### src/rtl/rv32ima_pkg.sv
// Shared RV32IMA pipeline types: redirect FSM states and instruction size.
package rv32ima_pkg;

  localparam int RV_INSTR_BYTES = 4;

  typedef enum logic [1:0] {
    IDLE     = 2'd0,
    REDIRECT = 2'd1,
    DRAIN    = 2'd2
  } redirect_state_t;

endpackage

### src/rtl/redirect_ctrl_if.sv
// Execute-resolution inputs, fetch redirect handshake and perf counters of redirect_ctrl.
interface redirect_ctrl_if #(
  parameter int XLEN  = 32,
  parameter int CNT_W = 32
);
  import rv32ima_pkg::*;

  logic             ex_valid;
  logic             ex_is_ctrl;
  logic [XLEN-1:0]  ex_pc;
  logic             ex_pred_taken;
  logic [XLEN-1:0]  ex_pred_addr;
  logic             br_next_addr_en;
  logic [XLEN-1:0]  br_next_addr;
  logic             fetch_ready;
  logic             redirect_valid;
  logic [XLEN-1:0]  redirect_addr;
  logic             flush_fe;
  logic             ex_hold;
  logic [CNT_W-1:0] branch_cnt;
  logic [CNT_W-1:0] mispred_cnt;

  modport master (
    output ex_valid, ex_is_ctrl, ex_pc, ex_pred_taken, ex_pred_addr,
           br_next_addr_en, br_next_addr, fetch_ready,
    input  redirect_valid, redirect_addr, flush_fe, ex_hold, branch_cnt, mispred_cnt
  );

  modport slave (
    input  ex_valid, ex_is_ctrl, ex_pc, ex_pred_taken, ex_pred_addr,
           br_next_addr_en, br_next_addr, fetch_ready,
    output redirect_valid, redirect_addr, flush_fe, ex_hold, branch_cnt, mispred_cnt
  );

endinterface

### src/rtl/sat_counter.sv
// Saturating up-counter; count updates one cycle after inc, sticks at all-ones.
// No backpressure: inc is sampled every cycle.
module sat_counter #(
  parameter int W = 32
) (
  input  logic         clk,
  input  logic         rst,
  input  logic         inc,
  output logic [W-1:0] count
);

  always_ff @(posedge clk) begin
    if (rst) begin
      count <= '0;
    end else if (inc && (count != {W{1'b1}})) begin
      count <= count + W'(1);
    end
  end

endmodule

### src/rtl/redirect_ctrl.sv
// Compares resolved vs predicted next PC; mispredict raises a registered redirect next cycle.
// Redirect held until fetch_ready, then DRAIN_CYCLES of flush; ex_hold stalls execute throughout.
module redirect_ctrl
  import rv32ima_pkg::*;
#(
  parameter int XLEN         = 32,
  parameter int DRAIN_CYCLES = 2,
  parameter int CNT_W        = 32
) (
  input logic           clk,
  input logic           rst,
  redirect_ctrl_if.slave bus
);

  localparam int DW = (DRAIN_CYCLES < 1) ? 1 : $clog2(DRAIN_CYCLES + 1);

  redirect_state_t state;
  logic [XLEN-1:0] redirect_addr_q;
  logic [DW-1:0]   drain_cnt;

  logic [XLEN-1:0] seq_pc;
  logic [XLEN-1:0] actual_pc;
  logic [XLEN-1:0] pred_pc;
  logic            accept;
  logic            mispredict;

  assign seq_pc     = bus.ex_pc + XLEN'(RV_INSTR_BYTES);
  assign actual_pc  = bus.br_next_addr_en ? bus.br_next_addr : seq_pc;
  assign pred_pc    = bus.ex_pred_taken ? bus.ex_pred_addr : seq_pc;
  assign accept     = bus.ex_valid && bus.ex_is_ctrl && (state == IDLE);
  assign mispredict = accept && (actual_pc != pred_pc);

  always_ff @(posedge clk) begin
    if (rst) begin
      state           <= IDLE;
      redirect_addr_q <= '0;
      drain_cnt       <= '0;
    end else begin
      case (state)
        IDLE: begin
          if (mispredict) begin
            state           <= REDIRECT;
            redirect_addr_q <= actual_pc;
          end
        end
        REDIRECT: begin
          if (bus.fetch_ready) begin
            if (DRAIN_CYCLES == 0) begin
              state <= IDLE;
            end else begin
              state     <= DRAIN;
              drain_cnt <= DW'(DRAIN_CYCLES);
            end
          end
        end
        DRAIN: begin
          drain_cnt <= drain_cnt - DW'(1);
          if (drain_cnt == DW'(1)) begin
            state <= IDLE;
          end
        end
        default: state <= IDLE;
      endcase
    end
  end

  // Outputs decode the registered state only, so they appear the cycle after the mispredict.
  assign bus.redirect_valid = (state == REDIRECT);
  assign bus.flush_fe       = (state != IDLE);
  assign bus.ex_hold        = (state != IDLE);
  assign bus.redirect_addr  = redirect_addr_q;

  sat_counter #(.W(CNT_W)) u_branch_cnt (
    .clk   (clk),
    .rst   (rst),
    .inc   (accept),
    .count (bus.branch_cnt)
  );

  sat_counter #(.W(CNT_W)) u_mispred_cnt (
    .clk   (clk),
    .rst   (rst),
    .inc   (mispredict),
    .count (bus.mispred_cnt)
  );

endmodule

### src/flat_wrapper.sv
// flat-port wrapper written by rule: the top's interface ports become plain ports
module redirect_ctrl_flat import rv32ima_pkg::*;
#(
  parameter int XLEN         = 32,
  parameter int DRAIN_CYCLES = 2,
  parameter int CNT_W        = 32
)
  (clk, rst, bus_ex_valid, bus_ex_is_ctrl, bus_ex_pc, bus_ex_pred_taken, bus_ex_pred_addr, bus_br_next_addr_en, bus_br_next_addr, bus_fetch_ready, bus_redirect_valid, bus_redirect_addr, bus_flush_fe, bus_ex_hold, bus_branch_cnt, bus_mispred_cnt);
  redirect_ctrl_if #(.XLEN(XLEN), .CNT_W(CNT_W)) bus_i ();
  input logic clk;
  input logic rst;
  input wire logic [$bits(bus_i.ex_valid)-1:0] bus_ex_valid;
  input wire logic [$bits(bus_i.ex_is_ctrl)-1:0] bus_ex_is_ctrl;
  input wire logic [$bits(bus_i.ex_pc)-1:0] bus_ex_pc;
  input wire logic [$bits(bus_i.ex_pred_taken)-1:0] bus_ex_pred_taken;
  input wire logic [$bits(bus_i.ex_pred_addr)-1:0] bus_ex_pred_addr;
  input wire logic [$bits(bus_i.br_next_addr_en)-1:0] bus_br_next_addr_en;
  input wire logic [$bits(bus_i.br_next_addr)-1:0] bus_br_next_addr;
  input wire logic [$bits(bus_i.fetch_ready)-1:0] bus_fetch_ready;
  output wire logic [$bits(bus_i.redirect_valid)-1:0] bus_redirect_valid;
  output wire logic [$bits(bus_i.redirect_addr)-1:0] bus_redirect_addr;
  output wire logic [$bits(bus_i.flush_fe)-1:0] bus_flush_fe;
  output wire logic [$bits(bus_i.ex_hold)-1:0] bus_ex_hold;
  output wire logic [$bits(bus_i.branch_cnt)-1:0] bus_branch_cnt;
  output wire logic [$bits(bus_i.mispred_cnt)-1:0] bus_mispred_cnt;
  assign bus_i.ex_valid = bus_ex_valid;
  assign bus_i.ex_is_ctrl = bus_ex_is_ctrl;
  assign bus_i.ex_pc = bus_ex_pc;
  assign bus_i.ex_pred_taken = bus_ex_pred_taken;
  assign bus_i.ex_pred_addr = bus_ex_pred_addr;
  assign bus_i.br_next_addr_en = bus_br_next_addr_en;
  assign bus_i.br_next_addr = bus_br_next_addr;
  assign bus_i.fetch_ready = bus_fetch_ready;
  assign bus_redirect_valid = bus_i.redirect_valid;
  assign bus_redirect_addr = bus_i.redirect_addr;
  assign bus_flush_fe = bus_i.flush_fe;
  assign bus_ex_hold = bus_i.ex_hold;
  assign bus_branch_cnt = bus_i.branch_cnt;
  assign bus_mispred_cnt = bus_i.mispred_cnt;
  redirect_ctrl #(.XLEN(XLEN), .DRAIN_CYCLES(DRAIN_CYCLES), .CNT_W(CNT_W)) u_core (.clk(clk), .rst(rst), .bus(bus_i));
endmodule
### config.mk
export PLATFORM = sky130hd
export DESIGN_NAME = redirect_ctrl_flat
export DESIGN_NICKNAME = d
export VERILOG_FILES = /design/src/rtl/rv32ima_pkg.sv /design/src/rtl/redirect_ctrl_if.sv /design/src/rtl/sat_counter.sv /design/src/rtl/redirect_ctrl.sv /design/src/flat_wrapper.sv
export SDC_FILE = /design/constraint.sdc
export NUM_CORES = 1
export LEC_CHECK = 0
export CORE_MARGIN = 2
export CORE_UTILIZATION = 52
export CTS_CLUSTER_DIAMETER = 150
export CTS_CLUSTER_SIZE = 28
export DETAILED_ROUTE_END_ITERATION = 16
export PLACE_DENSITY = 0.83
export SKIP_LAST_GASP = 1
export SYNTH_ARGS = -nofsm -noshare
export SYNTH_HDL_FRONTEND = slang
export SYNTH_HIERARCHICAL = 1
export SYNTH_SLANG_ARGS = --single-unit
### constraint.sdc
create_clock -name clk -period 7.5 [get_ports clk]
set_clock_uncertainty 0.15 [all_clocks]
set_input_delay 2.25 -clock clk [delete_from_list [all_inputs] [get_ports clk]]
set_output_delay 2.25 -clock clk [all_outputs]
set_load 0.02 [all_outputs]
==> out/summary.txt <==
CP bufs+invs: 3
Synth Cell Area: 8600 sq um
status: complete, no violations
Seq/Total Area, Yosys: 23.3%
mean area per synthesized cell: 7.55 sq um
Fmax: 0.148 GHz
Core Box Area: 16,300 sq um
Slew Viols, Final: 0
crit end category: flip-flop
crit start category: primary input
Hold Violations, Final: 0
crit-path max FO: 9
wire per inst: 20.4 microns
die area: 17,600 sq um
CP most frequent cell: nand4_1
setup bufs post-CTS: 0
Vias per Instance: 6.49
Root Driver: clkbuf_16
most frequent cells in the layout: clkdlybuf4s50_1 (199), dfxtp_1 (100), nor2_1 (95), nand2_1 (91), a21oi_1 (85)
grt total ovfl: 0
placed wire-length estimate: 23,700 microns
Tmin final: 6.74 ns
DRT Wirelength: 31,100 microns
Boundary Pins: 202
vias in the first global route: 9,222
1st-iter DRT viols: 912
Primary FF master, synth: dfxtp_1
crit path cell chain: clkdlybuf4s50_1, nand4_4, or4_1, buf_4, nor4_2, xnor2_1, o221ai_1, a21boi_0, nand4_1, nor2_1, a21oi_1, nand4_1, nor4_2, buf_4, nand4_1, nor4_1, mux2_2
YS warnings: 6
RSZ-0062 raised after global routing: false
most common cell after layout, fill and taps aside: clkdlybuf4s50_1
CP max stage delay: 0.65 ns
Worst Path Required: 7.59 ns
asr flop ratio synth: 0%
Lkg Pwr: 3.63 nW
clk sink count: 100
setup TNS: 0 ns
gp weighted congestion: 1.01
crit path DAT: 6.84 ns
post-CTS sizing: 0
area delta synth->final: 28.9%
hold_buf cts: 0
Final Power: 1.44 mW
H-tree Lvls: 3
nets: 1,401
slew at the pin closest to its max-slew limit: 0.955 ns
clk buf depth: 2
Post-DRT Antenna Nets: 0
Setup WS pre-CTS: 0.474 ns
fraction of layout cells with a size suffix above 1: 6.62%
Num CTS Buffers: 9
Max-Cap Viols: 0
Hold Crit Class: flip-flop to flip-flop
DR pass1 iterations: 7
antenna violations before repair: 0
pin count of the biggest net entering global routing: 79
delay-heaviest family, CP: simple AND/OR/NAND/NOR gates
Std-Cell Rows: 47
Final Cycle Share: 89.9%
Clk pin slew, worst setup/hold paths: 0.08 ns
Die Wd: 133 microns
GRT Total Usage: 34.9%
Critical Path Slowest Stage Cell: or4_1
maximum VDD drop: 0.000122 V
DRC: 0
Post-Synthesis Cells: 1,138
pwr dens: 130 nW/um^2
EDFF count, synth: 0
endpoints failing setup: 0
port bufs: 201
CP Class: primary input to flip-flop
TritonCTS clock tree: built
vias: 9,857
first-pass GRT wire length: 49,300 microns
worst skew pair latency: 0.36 ns
Worst Setup Slack, final: 0.756 ns
Fin Hold WS: 0.354 ns
slew margin rel.: 35.8%
synthesis-stage register bit count: 100
Post-DP Area: 10,800 sq um
ant diodes: 0
Net Count, Synth: 1,245
Final Cell Area: 11,100 sq um
Chip Height: 133 microns
Starting Density: 52.6%
Cell variety after synth: 80
-- worst min-delay path, stage by stage (launching register included) --
cell     delay (ns)
dfxtp_1        0.34
o31ai_1        0.07
a21oi_1        0.06
-- synthesized netlist by cell type, types with 16 or more instances --
cell,number,area [sq um]
a21oi_1,85,425
a2bb2oi_1,16,140
buf_2,16,80.1
clkbuf_1,64,240
dfxtp_1,100,2000
inv_1,21,78.8
nand2_1,91,342
nand3_1,51,255
nand4_1,35,219
nor2_1,95,357
nor3_1,26,130
nor4_1,19,119
o21ai_0,58,290
o31ai_1,27,203
or3_1,30,188
or4_1,62,465
xnor2_1,73,639
xor2_1,32,280
-- report_power, final --
part | switching [mW] | total, mW | internal [mW]
Combinational | 0.224 | 0.398 | 0.174
Sequential | 0.0133 | 0.563 | 0.550
Clock | 0.241 | 0.481 | 0.240
Total | 0.477 | 1.44 | 0.964
-- per-stage QoR --
stage                     util (%)  instances
after floorplan                  -       1138
after CTS                     67.8       1519
final                         67.8       1519
after global routing          67.8       1519
after detailed placement      65.8       1503
after global placement        65.8       1503
-- cell families (layout without fill, tap and decap cells) --
logic type	count (synthesis)	count (layout)	share of synthesized area (%)
xor gates and xnor gates	111	111	12.3
adders and majority gates	4	4	0.582
buffers and inverters	113	274	5.60
AOI/OAI and AO/OA	294	294	23.3
DFF	100	100	23.3
and+or+nand+nor	498	498	32.8
muxes	18	18	2.17
-- routing by layer --
| metal | routed length (microns) | track usage [%] | share of wire [%] | up-vias |
|---|---|---|---|---|
| met5 | 0 | 0 | 0 | - |
| met2 | 14900 | 58.9 | 48 | 513 |
| li1 | - | - | - | 4633 |
| met1 | 12500 | 44.5 | 40 | 4634 |
| met3 | 2500 | 5.40 | 8.0 | 77 |
| met4 | 1200 | 14.0 | 3.8 | 0 |
-- final cells by class --
type / instances / area [sq um]
Multi-Input combinational cell: 925 / 6140
Fill cell: 1491 / 5270
Sequential cell: 100 / 2000
Tap cell: 220 / 275
Clock buffer: 9 / 225
Timing Repair Buffer: 235 / 2260
Clock inverter: 7 / 91.3
Inverter: 23 / 86.3
-- flip-flops by register name, indices dropped and copies added, names as in the netlist --
| register | flops |
|---|---|
| u_core/bus.redirect_addr | 32 |
| u_core/drain_cnt | 2 |
| u_core/state | 2 |
| u_core/u_branch_cnt/count | 32 |
| u_core/u_mispred_cnt/count | 32 |
-- path summary, 6_finish.rpt --
kind                                                      from                              to  slack, ns  depth (start not counted)
worst min-delay path            u_core/u_mispred_cnt/count[15]  u_core/u_mispred_cnt/count[15]       0.35                          2
worst max-delay path                             bus_ex_pc[16]  u_core/u_mispred_cnt/count[31]       0.76                         17
worst min register to register  u_core/u_mispred_cnt/count[15]  u_core/u_mispred_cnt/count[15]       0.35                          2
worst max register to register                 u_core/state[0]   u_core/u_branch_cnt/count[31]       3.73                          8
Note: power is estimated with default switching activity, not from simulation.
